`src/rtl/alu_pkg.sv`:
```
// Shared definitions for the bit-serial ALU sequencer: op codes, ctrl field positions, FSM states.
package alu_pkg;

  localparam logic [1:0] OP_AND = 2'b00;
  localparam logic [1:0] OP_OR  = 2'b01;
  localparam logic [1:0] OP_ADD = 2'b10;
  localparam logic [1:0] OP_SLT = 2'b11;

  localparam int unsigned CTRL_AINV  = 3;
  localparam int unsigned CTRL_BINV  = 2;
  localparam int unsigned CTRL_OP_HI = 1;
  localparam int unsigned CTRL_OP_LO = 0;

  typedef enum logic [1:0] {
    ST_IDLE = 2'd0,
    ST_RUN  = 2'd1,
    ST_FIX  = 2'd2,
    ST_DONE = 2'd3
  } state_t;

endpackage

```
`src/rtl/serial_bit_operand.sv`:
```
// One-bit ALU slice: builds the four mux candidates and the ripple carry for a single bit.
module serial_bit_operand (
  input  logic       i_a,
  input  logic       i_b,
  input  logic       i_c,
  input  logic       i_ainv,
  input  logic       i_binv,
  output logic [0:3] o_data,
  output logic       o_carry
);

  logic w_a;
  logic w_b;

  assign w_a     = i_a ^ i_ainv;
  assign w_b     = i_b ^ i_binv;
  // [0]=AND [1]=OR [2]=SUM [3]=LESS (LESS is only non-zero in the fix-up cycle)
  assign o_data  = {w_a & w_b, w_a | w_b, w_a ^ w_b ^ i_c, 1'b0};
  assign o_carry = (w_a & w_b) | (w_a & i_c) | (w_b & i_c);

endmodule

```
`src/rtl/serial_alu_sequencer.sv`:
```
// Bit-serial ALU controller: feeds an external 4:1 result mux one bit per cycle, LSB first,
// collects the selected bit, then applies the SLT fix-up and publishes result and flags.
module serial_alu_sequencer
  import alu_pkg::*;
#(
  parameter int unsigned WIDTH = 32
) (
  input  logic             clk_i,
  input  logic             rst_i,
  input  logic             start_i,
  output logic             ready_o,
  input  logic [WIDTH-1:0] src1_i,
  input  logic [WIDTH-1:0] src2_i,
  input  logic [3:0]       ctrl_i,
  output logic [0:3]       mux_data_o,
  output logic [1:0]       mux_sel_o,
  input  logic             mux_out_i,
  output logic [WIDTH-1:0] result_o,
  output logic             zero_o,
  output logic             cout_o,
  output logic             overflow_o,
  output logic             done_o
);

  localparam int unsigned IW = (WIDTH > 1) ? $clog2(WIDTH) : 1;

  state_t           r_state;
  state_t           w_next;
  logic [WIDTH-1:0] r_a;
  logic [WIDTH-1:0] r_b;
  logic [WIDTH-1:0] r_work;
  logic             r_ainv;
  logic             r_binv;
  logic [1:0]       r_op;
  logic             r_carry;
  logic [IW-1:0]    r_idx;
  logic             r_set;
  logic             r_cout;
  logic             r_ovf;

  logic             w_accept;
  logic             w_last;
  logic [0:3]       w_data;
  logic             w_carry;
  logic             w_ovf;
  logic             w_fix_bit;
  logic [WIDTH-1:0] w_final;

  serial_bit_operand u_bit (
    .i_a     (r_a[r_idx]),
    .i_b     (r_b[r_idx]),
    .i_c     (r_carry),
    .i_ainv  (r_ainv),
    .i_binv  (r_binv),
    .o_data  (w_data),
    .o_carry (w_carry)
  );

  assign w_accept  = ready_o & start_i;
  assign w_last    = (r_idx == IW'(WIDTH - 1));
  assign w_ovf     = r_carry ^ w_carry;
  assign w_fix_bit = (r_op == OP_SLT) ? mux_out_i : r_work[0];
  assign w_final   = {r_work[WIDTH-1:1], w_fix_bit};

  always_ff @(posedge clk_i) begin
    if (rst_i) r_state <= ST_IDLE;
    else       r_state <= w_next;
  end

  always_comb begin
    w_next = r_state;
    unique case (r_state)
      ST_IDLE: if (start_i) w_next = ST_RUN;
      ST_RUN:  if (w_last)  w_next = ST_FIX;
      ST_FIX:  w_next = ST_DONE;
      ST_DONE: w_next = start_i ? ST_RUN : ST_IDLE;
      default: w_next = ST_IDLE;
    endcase
  end

  always_comb begin
    ready_o    = 1'b0;
    done_o     = 1'b0;
    mux_data_o = '0;
    mux_sel_o  = '0;
    unique case (r_state)
      ST_IDLE: ready_o = 1'b1;
      ST_RUN: begin
        mux_data_o = w_data;
        mux_sel_o  = r_op;
      end
      ST_FIX: begin
        if (r_op == OP_SLT) begin
          mux_data_o = {3'b000, r_set};
          mux_sel_o  = OP_SLT;
        end
      end
      ST_DONE: begin
        ready_o = 1'b1;
        done_o  = 1'b1;
      end
      default: ;
    endcase
  end

  always_ff @(posedge clk_i) begin
    if (rst_i) begin
      r_a        <= '0;
      r_b        <= '0;
      r_work     <= '0;
      r_ainv     <= 1'b0;
      r_binv     <= 1'b0;
      r_op       <= '0;
      r_carry    <= 1'b0;
      r_idx      <= '0;
      r_set      <= 1'b0;
      r_cout     <= 1'b0;
      r_ovf      <= 1'b0;
      result_o   <= '0;
      zero_o     <= 1'b0;
      cout_o     <= 1'b0;
      overflow_o <= 1'b0;
    end else begin
      if (w_accept) begin
        r_a     <= src1_i;
        r_b     <= src2_i;
        r_ainv  <= ctrl_i[CTRL_AINV];
        r_binv  <= ctrl_i[CTRL_BINV];
        r_op    <= ctrl_i[CTRL_OP_HI:CTRL_OP_LO];
        r_carry <= ctrl_i[CTRL_BINV];
        r_idx   <= '0;
      end else if (r_state == ST_RUN) begin
        r_work[r_idx] <= mux_out_i;
        r_carry       <= w_carry;
        r_idx         <= r_idx + 1'b1;
        if (w_last) begin
          r_cout <= w_carry;
          r_ovf  <= w_ovf;
          r_set  <= w_data[2] ^ w_ovf;
        end
      end else if (r_state == ST_FIX) begin
        result_o   <= w_final;
        zero_o     <= (w_final == '0);
        cout_o     <= r_cout;
        overflow_o <= r_ovf;
      end
    end
  end

endmodule

```
`config.mk`:
```
export PLATFORM = sky130hd
export DESIGN_NAME = serial_alu_sequencer
export DESIGN_NICKNAME = d
export VERILOG_FILES = /design/src/rtl/alu_pkg.sv /design/src/rtl/serial_bit_operand.sv /design/src/rtl/serial_alu_sequencer.sv
export SDC_FILE = /design/constraint.sdc
export NUM_CORES = 1
export LEC_CHECK = 0
export CORE_AREA = 2 2 129 131
export DETAILED_ROUTE_END_ITERATION = 7
export DIE_AREA = 0 0 131 133
export GPL_TIMING_DRIVEN = 0
export PLACE_DENSITY = 0.61
export SYNTH_ARGS = -nofsm -noshare
export SYNTH_HDL_FRONTEND = slang
export SYNTH_SLANG_ARGS = --single-unit
```
`constraint.sdc`:
```
create_clock -name clk_i -period 7.6 [get_ports clk_i]
set_input_delay 1.14 -clock clk_i [delete_from_list [all_inputs] [get_ports clk_i]]
set_output_delay 1.14 -clock clk_i [all_outputs]
set_load 0.01 [all_outputs]
```
; ---- After elaboration in Yosys (flattened, before gate mapping)
; Cells that the tools add are included.
[word_totals]
regBits = 146
inputBits = 72
out_inout_bits = 43
elab_cells = 71
[op_classes]
n_addsub = 1
magnitude_cmp = 2
eq_ne = 7
mux = 20
n_bitwise = 15
reduce_logical = 10
[op_table]
columns = op, count
row1 = bitwise mux 32 bit, 1
row2 = zero test 32 bit, 1
row3 = binary-select mux 1 bit (select 5 bit), 2
row4 = 2-to-1 mux 1 bit, 10
row5 = case mux 2 bit (4 select lines), 1
row6 = case mux 4 bit (2 select lines), 1
row7 = "equality test 2 bit, second input constant", 3
row8 = "< comparator 5 x 6 -> 1 bit, second input constant", 1
row9 = 2-to-1 mux 2 bit, 3
row10 = AND reduction 3 bit, 2
row11 = XOR 1 bit, 6
row12 = "adder 5 x 1 -> 5 bit, second input constant", 1
row13 = demux 1 bit (select 5 bit), 1
row14 = "equality test 5 bit, second input constant", 1
row15 = "greater-or-equal comparator 5 x 1 -> 1 bit, second input constant", 1
row16 = AND 1 bit, 4
row17 = "!= test 2 bit, second input constant", 2
row18 = case mux 2 bit (2 select lines), 1
row19 = AND reduction 2 bit, 2
row20 = OR reduction 2 bit, 2
row21 = bitwise OR 1 bit, 3
row22 = "equality test 2 x 1 -> 1 bit, second input constant", 1
row23 = zero test 2 bit, 1
row24 = NOT 1 bit, 2
row25 = other kinds (2), 2

; ---- Depth between registers and ports, before layout
[depth]
ltp_word = 8
depth_mapped = 10
mapped_depth_nobuf = 8

; ---- By module
; From an unflattened synthesis, not the netlist that was laid out.
[hier_totals]
cells_unflattened = 776
hier_area_um2 = 6393.6
[modules_own_cells]
columns = mod, n_inst, cells_each, area_per_inst_um2, seq_area_each_um2
row1 = serial_alu_sequencer, 1, 763, 6287.3, 2922.8
row2 = serial_bit_operand, 1, 13, 106.4, 0.0

; ---- Least setup slack after synthesis
; Ideal clock, no wire load.
[synth_path]
kind = reg2out
from = register r_idx[1]
to = output mux_data_o[2] (netlist bit)
arrival_ns = 2.390
required_time_ns = 6.460
slack_ns = 4.070
path_stages_with_launch = 9
n_path_buf = 1
path_cell_list = dfxtp_1 > buf_6 > mux4_1 > a211oi_1 > o211ai_2 > xnor2_2 > ha_1 > xnor2_1 > nor2_1
[synth_via]
elab_chain_cells = 6
word_cells_on_any_way = 9
cone_classes = mux (5) / bitwise (4)
[synth_rtl]
columns = element, line
row1 = start: declaration, serial_alu_sequencer.sv:36  ; logic [IW-1:0] r_idx;
row2 = start signal: assignment, serial_alu_sequencer.sv:135  ; r_idx <= r_idx + 1'b1;
row3 = "binary-select mux 1 bit (select 5 bit), on equally long branches", "serial_alu_sequencer.sv:50, serial_alu_sequencer.sv:51"
row4 = "2-to-1 mux 1 bit, on equally long branches", "serial_alu_sequencer.sv:50, serial_alu_sequencer.sv:51"
row5 = "XOR 1 bit, on equally long branches", "serial_bit_operand.sv:15, serial_bit_operand.sv:16"
row6 = XOR 1 bit (*) (2 in series), serial_bit_operand.sv:18  ; assign o_data = {w_a & w_b, w_a | w_b, w_a ^ w_b ^ i_c, 1'b0};
row7 = case mux 4 bit (2 select lines) (*), serial_alu_sequencer.sv:86  ; unique case (r_state)
row8 = end: declaration, serial_alu_sequencer.sv:15  ; output logic [0:3] mux_data_o,
; Every way passes the cells marked *; elsewhere a longest branch is shown, timed or not. The select of a mux whose other input is x is not followed.

; ---- Worst setup path after layout
; Ends and elaborated chain as after synthesis.

==> impl_metrics.ini <==
[sta]
fin_crit_sh_pct = 63.70
tightest_slew_ps = 697.5
hold-worst-slack_ps = 451.2
fmax_mhz = 206.5
slew_violations = 0
finalClockSkew_ps = 5.113
max_slew_margin_pct = 53.50
finalSetupViolCount = 0
grt_setup_unrepaired = no
finalSetupTns_ps = 0
hold_viol = 0
timing.final.crit_period_ps = 4841

[synthesis]
synth_compound_area_share_pct = 12.06
muxShareOfSynthArea_pct = 13.48
syn_nets = 832
synth_xor_xnor_area_share_pct = 0.9278
synthCells = 748
synth_fa_ha_area_share_pct = 2.546
ys.flop_type = dfxtp_1
seq_area_frac_synth_pct = 46.11
syn-cell-area_mm2 = 0.006339
synth_cell_types = 51
ys_async_sr_fraction_pct = 0
postSynthAreaPerCell_um2 = 8.474
yosysWarningCount = 0
synth-simple-area-share_pct = 20.27
synth_edf_count = 0
synth_top_family_by_area = simple AND/OR/NAND/NOR gates
yosys_register_bits = 146

[global_route]
grt_max_degree = 17
grt_pass1_wl_um = 27440
grt_pass1_vias = 5365
antenna_found_initial = 0
grt.total_usage_pct = 20.35
grt-ovfl-total = 0

[clocking]
hold_buffers = 0
cts_made_buffers = 17
htreeDepth = 4
cts_buffer_depth = 2
cts_tree = done
cts_setup_buffers = 0
clockRootBuffer = clkbuf_16
cts_resized = 0
clock_latency_ps = 420
cts_sinks = 146
path_clk_slew_ps = 60

[die]
die_area_mm2 = 0.01742
num_rows = 47
core_area_mm2 = 0.01617
pin_count = 115
initial_core_util_pct = 39.20
die_w_um = 131
die_y_um = 133

[worst_setup_path]
setup.worst_path.start_class = register
critPathRequiredTime_ps = 6460
worstSetupPathType = reg2out
worstReg2RegEnd = r_set
worst_setup_path_end_kind = primary output
critPathArrivalTime_ps = 3700
reg2reg_slack_ps = 4440
rr_startpoint = r_idx[1]
crit_path_max_fanout = 10
reg2regPathDepth = 8

[pwr]
total_leakage_power_uw = 0.002868
power_density_mw_per_mm2 = 292.7
vdd_ir_drop_max_mv = 0.1918

[place]
place_area_mm2 = 0.007745
hpwlAfterDp_um = 12520
io_buffers = 113
gp_congestion = 0.9009

[cells_and_area]
drive_gt1_share_pct = 5.487
multi_input_area_mm2 = 0.003124
stdcell_area_mm2 = 0.008317
fillCellCount = 1598
final_nets = 964
num_antenna_cells = 0
regArea_mm2 = 0.002923
syn_to_final_growth_pct = 31.21

[detailed_routing]
wire_per_inst_um = 15.31
drcViolationCount = 0
drtPass1Iterations = 7
routed_via_density = 4.969
drtAntennaViolNets = 0
drt_iter0_markers = 305
wl_um = 17040
vias = 5530

[min_path]
min_from = r_b[22]
hold_path_class = reg2reg
holdPathEnd = r_b[22]
holdPathStages = 2

[run]
maxCapViolCount = 0

[run_status]
outcome = finished clean
[cells in the mapped netlist (all sizes together) (4+ instances only)]
library cell	number	share of area, %
a21oi	91	7.2
nand2	153	9.1
ha	12	2.4
o21ai	23	1.8
dfxtp	146	46
o32ai	4	0.67
nor4	9	0.89
nor2	81	4.8
a211oi	6	0.71
nand3	15	1.2
buf	13	1.4
mux2i	73	12
nor3	12	0.95
nand4	12	1.2
inv	12	0.71
clkbuf	42	2.5
mux4	4	1.6
xnor2	5	0.93
[stage by stage]
step	utilization, %	cells	power (uW)	setup WS [ps]
2_1_floorplan	-	748	1415	4070
3_3_place_gp	47.89	1081	1638	3164
3_5_place_dp	47.89	1081	1646	3176
4_1_cts	51.43	1113	2454	2727
5_1_grt	51.43	1113	2577	2606
6_report	51.43	1113	2434	2759
[critical path, stage by stage, from the launching register on]
cell,delay [ps]
dfxtp_1,480
buf_6,250
mux4_1,630
a211oi_1,330
o211ai_2,180
xnor2_2,290
ha_1,330
xnor2_1,140
nor2_1,100
clkdlybuf4s50_1,540
[routing by layer]
layer  GRT usage, %  vias to the layer above  part of all wire [%]
met2          32.79                      174                    47
met1          26.65                     2500                    46
met4          7.151                        0                   2.0
met5              0                        -                     0
met3          4.650                       25                   4.8
li1               -                     2831                     -
[kinds of logic after synthesis]
kind of cell | count (synthesis)
AND/OR/NAND/NOR | 302
flip-flops | 146
AO/OA/AOI/OAI | 136
multiplexers | 79
buffers and inverters | 67
adder cells (fa/ha/maj) | 13
XOR/XNOR | 5
[sequential cells by signal (all words and copies together) (netlist names)]
name,flops
zero_o,1
r_work,32
r_ovf,1
cout_o,1
r_state,2
r_cout,1
r_op,2
r_idx,5
r_carry,1
overflow_o,1
result_o,32
r_binv,1
r_a,32
r_ainv,1
r_set,1
r_b,32
[area by class of cell]
cell class / count / share of cell area, %
multi-input combinational: 535 / 37.57
clock buffer: 28 / 6.334
sequential: 146 / 35.14
buffer: 55 / 2.964
clock inverter: 4 / 0.5416
tap: 220 / 3.310
timing repair buffer: 113 / 13.60
inverter: 12 / 0.5416
[worst max path at each step]
| stage | slack, ps | from | cells after the start | endpoint |
|---|---|---|---|---|
| finish | 2760 | r_idx[1] | 9 | mux_data_o[2] |
| detailed placement | 3180 | r_idx[1] | 9 | mux_data_o[2] |
| floorplan | 4070 | r_idx[1] | 8 | mux_data_o[2] |
| global route | 2610 | r_idx[1] | 9 | mux_data_o[2] |
| CTS | 2730 | r_idx[1] | 9 | mux_data_o[2] |
| global placement | 3160 | r_idx[1] | 9 | mux_data_o[2] |
[where the power goes]
part	switching, uW	internal (uW)	total, uW
sequential	57.5	865	922
combinational	429	276	705
clock	306	501	807
total	792	1640	2430
[placed cells by master (no fill, tap or decap), types with 15 or more instances in the layout]
cell	n
nand2_1	153
dfxtp_1	146
clkdlybuf4s50_1	113
a21oi_1	91
nor2_1	81
mux2i_1	73
clkbuf_1	47
o21ai_0	22
clkbuf_16	17
nand3_1	15
No activity file was read; power rests on OpenSTA's default activity.
